==> src/rtl/half_sub_if.sv <==
// Bundle of half_sub operand inputs and registered result outputs.
// The master side drives operands; the slave side is the subtractor.
interface half_sub_if #(
    parameter int WIDTH = 1,
    parameter int CNT_W = 8
);
    logic [WIDTH-1:0] a;
    logic [WIDTH-1:0] b;
    logic             in_valid;
    logic             clr;
    logic [WIDTH-1:0] d;
    logic [WIDTH-1:0] b0;
    logic             out_valid;
    logic             borrow_any;
    logic [CNT_W-1:0] borrow_cnt;

    // Handshake: in_valid qualifies a/b for one cycle; out_valid marks d/b0
    // as the result of the input accepted on the previous edge. No ready.
    modport master (
        output a, b, in_valid, clr,
        input  d, b0, out_valid, borrow_any, borrow_cnt
    );

    modport slave (
        input  a, b, in_valid, clr,
        output d, b0, out_valid, borrow_any, borrow_cnt
    );
endinterface

==> src/rtl/half_sub.sv <==
// Registered bit-wise half subtractor with a sticky borrow flag and a
// saturating count of cycles in which any slice borrowed.
module half_sub #(
    parameter int WIDTH = 1,
    parameter int CNT_W = 8
) (
    input logic       clk,
    input logic       rst_n,
    half_sub_if.slave bus
);
    localparam logic [CNT_W-1:0] CNT_MAX = '1;

    logic [WIDTH-1:0] d_q, d_d;
    logic [WIDTH-1:0] b0_q, b0_d;
    logic             out_valid_q, out_valid_d;
    logic             borrow_any_q, borrow_any_d;
    logic [CNT_W-1:0] borrow_cnt_q, borrow_cnt_d;

    logic [WIDTH-1:0] d_next;
    logic [WIDTH-1:0] b0_next;
    logic             borrow_hit;

    // Slices are independent: no borrow ripples between bits.
    assign d_next     = bus.a ^ bus.b;
    assign b0_next    = ~bus.a & bus.b;
    assign borrow_hit = bus.in_valid & (|b0_next);

    always_comb begin
        d_d          = d_q;
        b0_d         = b0_q;
        out_valid_d  = bus.in_valid;
        borrow_any_d = borrow_any_q;
        borrow_cnt_d = borrow_cnt_q;
        if (bus.in_valid) begin
            d_d  = d_next;
            b0_d = b0_next;
        end
        // clr takes priority over a borrow arriving on the same edge.
        if (bus.clr) begin
            borrow_any_d = 1'b0;
            borrow_cnt_d = '0;
        end else if (borrow_hit) begin
            borrow_any_d = 1'b1;
            if (borrow_cnt_q != CNT_MAX) begin
                borrow_cnt_d = borrow_cnt_q + 1'b1;
            end
        end
    end

    always_ff @(posedge clk or negedge rst_n) begin
        if (!rst_n) begin
            d_q          <= '0;
            b0_q         <= '0;
            out_valid_q  <= 1'b0;
            borrow_any_q <= 1'b0;
            borrow_cnt_q <= '0;
        end else begin
            d_q          <= d_d;
            b0_q         <= b0_d;
            out_valid_q  <= out_valid_d;
            borrow_any_q <= borrow_any_d;
            borrow_cnt_q <= borrow_cnt_d;
        end
    end

    assign bus.d          = d_q;
    assign bus.b0         = b0_q;
    assign bus.out_valid  = out_valid_q;
    assign bus.borrow_any = borrow_any_q;
    assign bus.borrow_cnt = borrow_cnt_q;
endmodule

==> src/flat_wrapper.sv <==
// flat-port wrapper written by rule: the top's interface ports become plain ports
module half_sub_flat 
#(
    parameter int WIDTH = 1,
    parameter int CNT_W = 8
)
  (clk, rst_n, bus_a, bus_b, bus_in_valid, bus_clr, bus_d, bus_b0, bus_out_valid, bus_borrow_any, bus_borrow_cnt);
  half_sub_if #(.WIDTH(WIDTH), .CNT_W(CNT_W)) bus_i ();
  input logic clk;
  input logic rst_n;
  input wire logic [$bits(bus_i.a)-1:0] bus_a;
  input wire logic [$bits(bus_i.b)-1:0] bus_b;
  input wire logic [$bits(bus_i.in_valid)-1:0] bus_in_valid;
  input wire logic [$bits(bus_i.clr)-1:0] bus_clr;
  output wire logic [$bits(bus_i.d)-1:0] bus_d;
  output wire logic [$bits(bus_i.b0)-1:0] bus_b0;
  output wire logic [$bits(bus_i.out_valid)-1:0] bus_out_valid;
  output wire logic [$bits(bus_i.borrow_any)-1:0] bus_borrow_any;
  output wire logic [$bits(bus_i.borrow_cnt)-1:0] bus_borrow_cnt;
  assign bus_i.a = bus_a;
  assign bus_i.b = bus_b;
  assign bus_i.in_valid = bus_in_valid;
  assign bus_i.clr = bus_clr;
  assign bus_d = bus_i.d;
  assign bus_b0 = bus_i.b0;
  assign bus_out_valid = bus_i.out_valid;
  assign bus_borrow_any = bus_i.borrow_any;
  assign bus_borrow_cnt = bus_i.borrow_cnt;
  half_sub #(.WIDTH(WIDTH), .CNT_W(CNT_W)) u_core (.clk(clk), .rst_n(rst_n), .bus(bus_i));
endmodule
==> config.mk <==
export PLATFORM = sky130hd
export DESIGN_NAME = half_sub_flat
export DESIGN_NICKNAME = d
export VERILOG_FILES = /design/src/rtl/half_sub_if.sv /design/src/rtl/half_sub.sv /design/src/flat_wrapper.sv
export SDC_FILE = /design/constraint.sdc
export NUM_CORES = 1
export LEC_CHECK = 0
export ABC_CLOCK_PERIOD_IN_PS = 1600
export CAP_MARGIN = 15
export CORE_AREA = 2 2 47 49
export CTS_CLUSTER_DIAMETER = 30
export DETAILED_ROUTE_END_ITERATION = 8
export DIE_AREA = 0 0 49 51
export GPL_TIMING_DRIVEN = 1
export PLACE_DENSITY = 0.66
export SLEW_MARGIN = 40
export SYNTH_ARGS = -nofsm -noshare
export SYNTH_HDL_FRONTEND = slang
export SYNTH_SLANG_ARGS = --single-unit
==> constraint.sdc <==
create_clock -name clk -period 1.6 [get_ports clk]
set_input_delay 0.32 -clock clk [delete_from_list [all_inputs] [get_ports clk]]
set_output_delay 0.32 -clock clk [all_outputs]
set_load 0.03 [all_outputs]
* After elaboration in Yosys (flattened, before gate mapping)
Index checks and enable logic that the tools add are counted.
Cells by class: equal/unequal tests 1, bitwise gates (word level) 4, $add $sub $neg 1, muxes and demuxes 5, reduce and logical (&&, ||, !) cells 3
Operator list (count):
- $mux 8 | 3
- $add 8x1->8 const B | 1
- $ne 8x8->1 const B | 1
- $reduce_bool 2->1 | 2
- $and 1x1->1 | 2
- $mux 1 | 2
- $reduce_and 2->1 | 1
- $not 1->1 | 1
- $xor 1x1->1 | 1
Storage, ports and cells: output and inout bits 12, register bits 12, logic and storage cells 19

* Logic depth before layout (Yosys ltp)
depth after elaboration 5, depth in mapped cells 5, mapped depth without buffers 5

* Worst setup path before layout
No wires, ideal clock.
path kind register -> register, start register u_core.borrow_cnt_q[0] (netlist: u_core.bus.borrow_cnt[0]), end register u_core.borrow_cnt_q[6] (netlist: u_core.bus.borrow_cnt[6]), cell stages (with the launch flop) 5, path buffers 0, setup slack 111 ps, data arrival time 1395 ps, library setup time 94 ps, cells stage by stage dfrtp_1 > ha_1 > and3_1 > and4b_1 > a211oi_1
Between the ends: longest elaborated chain between the ends 4, elaborated cells on any way between the ends 7, those cells by class 1 x add/sub; 1 x eq/ne; 3 x mux; 2 x reduce/logical
Ends and longest elaborated chain:
- start: declaration | RTL line half_sub.sv:17 | logic [CNT_W-1:0] borrow_cnt_q, borrow_cnt_d;
- start signal: assignment | RTL line half_sub.sv:62 | borrow_cnt_q <= borrow_cnt_d;
- $add 8x1->8 | RTL line half_sub.sv:45 | borrow_cnt_d = borrow_cnt_q + 1'b1;
- $mux 8 | RTL line half_sub.sv:44 | if (borrow_cnt_q != CNT_MAX) begin
- $mux 8 | RTL line half_sub.sv:42 | end else if (borrow_hit) begin
- $mux 8 | RTL line half_sub.sv:39 | if (bus.clr) begin
Parallel ways exist; a longest one is shown, timed or not. The select of a mux whose other input is x is not followed. A chain may end at the register's enable or synchronous reset.

* Final worst setup path
start register u_core.borrow_cnt_q[1] (netlist: u_core.bus.borrow_cnt[1]), end register u_core.borrow_cnt_q[4] (netlist: u_core.bus.borrow_cnt[4])
Same word-level chain as after synthesis.

==> flow_metrics.tcl <==
set metrics [dict create \
    fmax_mhz 649 \
    die_w_microns 49 \
    finalWirelength_mm 1.53 \
    yosysTopAreaCell "dfrtp_1" \
    ys_warn_count 0 \
    tightest_slew_ns 0.351 \
    grt_pass1_vias 565 \
    htreeDepth 1 \
    worstRegToRegCells 4 \
    grt_use_total_pct 13.5 \
    critPathTopFamily "simple AND/OR/NAND/NOR gates" \
    avgSynthCellArea_sq_um 10.7 \
    use_met1_pct 17.2 \
    drc_errors 0 \
    drt_pass1_iterations 1 \
    drive_above_1_share_pct 15.3 \
    dp.cells 110 \
    powerDensity_nw_per_um2 671 \
    synth_edf_count 0 \
    ys_seq_elements 12 \
    yosysMostFrequentCell "dfrtp_1" \
    cts.sinks 12 \
    leakage_nw 0.447 \
    antenna_found_initial 0 \
    yosysTopAreaCellShare_pct 45.3 \
    finalInstanceArea_sq_um 897 \
    utilization_pct 43.5 \
    yosys-top-cells-area "dfrtp_1 45%, ha_1 3.8%, buf_6 3.4%" \
    antenna_cells 0 \
    finalHoldViolCount 0 \
    first_iter_violations 0 \
    peakVddDrop_mv 0.396 \
    gp_congestion 0.785 \
    cts_tree "done" \
    hold_path_class "in2async" \
    place_hpwl_mm 1.09 \
    fin_nets 95 \
    placed_area_sq_um 886 \
    synthArstFlopShare_pct 100 \
    final_cell_count_no_fill 113 \
    wl_per_cell_microns 13.5 \
    reg2reg_slack_ns 0.06 \
    num-fill-cells 217 \
    end_kind "flop" \
    dieArea_sq_um 2500 \
    core-area_sq_um 2060 \
    crit_fanout 6 \
    grt_pass1_wl_mm 2.52 \
    ios 18 \
    clock_latency_ns 0.28 \
    use_met3_pct 2.63 \
    min_period_ns 1.54 \
    yosysSeqAreaShare_pct 45.3 \
    grt_remaining_overflow 0 \
    drv_cap 0 \
    crit_slowest_cell "dfrtp_1" \
    required_ns 1.75 \
    r2r-start "u_core.bus.borrow_cnt[1]" \
    viasPerCell 5.03 \
    syn_area_sq_um 663 \
    grt_max_degree 13 \
    fin_crit_sh_pct 96.3 \
    num_vias 568 \
    crit_path_max_incr_delay_ns 0.45 \
    io_buffers 17 \
    critPathArrivalTime_ns 1.69 \
    yosysUniqueCellTypes 32 \
    startpoint "u_core.bus.borrow_cnt[1]" \
    rsz0062_at_grt "false" \
    area_delta_synth_final_pct 35.3 \
    grt.busiest_layer "met2" \
    rr_endpoint "u_core.bus.borrow_cnt[4]" \
    worstSetupPathType "reg2reg" \
    ys_top_cells_by_count "12 x dfrtp_1, 4 x inv_1, 3 x a21oi_1, 3 x nor2_1" \
    synth_nets 70 \
    fin_skew_ns 0.00423 \
    slew_headroom_pct 76.6 \
    start_util_pct 32.1 \
    cts_root_buf "clkbuf_4" \
    startpoint_type "flop" \
    cts.path.max_buffers 2 \
    finalSetupViolCount 0 \
    num_rows 17 \
    drv_slew 0 \
    crit_buf_inv 0 \
    antenna_left 0 \
    cts_setup_buffers 0 \
    critical_path.cell_chain "ha_1 > nand3_1 > nor4b_1 > nor3_1" \
    fp.dieH_microns 51 \
    synth_ff_type "dfrtp_1" \
    path_clk_slew_ns 0.08 \
    cts_buffers 3 \
    use_met2_pct 21.9 \
    status "completed" \
    syn_inst 62 \
]
[where the power goes]
group	leakage (nW)	internal, W	total (W)	switching, W
Sequential	0.161	0.000313	0.000320	0.00000665
Clock	0.0138	0.0000873	0.000191	0.000104
Combinational	0.272	0.0000407	0.0000906	0.0000499
Total	0.447	0.000441	0.000602	0.000161
[how the worst max path moves through the flow]
stage / end / cells after the start
after floorplan: u_core.bus.borrow_cnt[6] / 4
after global placement: u_core.bus.borrow_cnt[7] / 6
after detailed placement: u_core.bus.borrow_cnt[6] / 6
after CTS: bus_out_valid / 1
after global routing: u_core.bus.borrow_cnt[4] / 4
final: u_core.bus.borrow_cnt[4] / 4
[cells in the final DEF, fill, tap and decap left out, types with 3 or more instances in the layout]
master and instances:
dfrtp_1 12, a21oi_1 3, inv_1 4, buf_4 6
nor2_1 3, clkbuf_4 3, dlygate4sd2_1 11, clkdlybuf4s50_1 5
[layer usage]
| metal | wire length [microns] | part of all wire (%) |
|---|---|---|
| met5 | 0 | 0 |
| met3 | 55 | 3.6 |
| met2 | 707 | 46 |
| met4 | 21 | 1.4 |
| met1 | 745 | 49 |
[flip-flops by register name (all words and copies together), names as in the netlist]
| signal | flops |
|---|---|
| u_core.bus.borrow_cnt | 8 |
| u_core.bus.d | 1 |
| u_core.bus.borrow_any | 1 |
| u_core.bus.b0 | 1 |
| u_core.bus.out_valid | 1 |
[through the flow]
stage / hold slack, ns / setup WS (ns) / setup TNS [ns] / power [W]
4_1_cts: 0.342 / 0.00817 / 0 / 0.000609
3_3_place_gp: 0.501 / -0.133 / -0.697 / 0.000423
3_5_place_dp: 0.489 / -0.179 / -0.997 / 0.000424
5_1_grt: 0.366 / 0.00941 / 0 / 0.000628
2_1_floorplan: 0.0244 / 0.111 / 0 / 0.000374
6_report: 0.335 / 0.0591 / 0 / 0.000602
[kinds of logic after synthesis]
kind of cell,count (synthesis),share of synthesized area (%)
muxes,3,5.28
DFF,12,45.3
and+or+nand+nor,24,22.6
adders and majority gates,2,3.77
AOI/OAI and AO/OA,14,16.6
buffers and inverters,7,6.41
[what timing repair did]
item                                    4_1_cts  5_1_grt
endpoints found under the setup margin       11        1
pin swaps                                     0        0
hold buffers                                  0        0
gates resized for setup                      11        1
[final cells by class]
cell class / count / area (sq um) / share of cell area (%)
Multi-Input combinational cell: 43 / 320 / 35.7
Sequential cell: 12 / 300 / 33.5
Timing Repair Buffer: 23 / 204 / 22.7
Tap cell: 28 / 35.0 / 3.91
Clock buffer: 3 / 22.5 / 2.51
Inverter: 4 / 15.0 / 1.67
(Power assumes the default switching activity.)
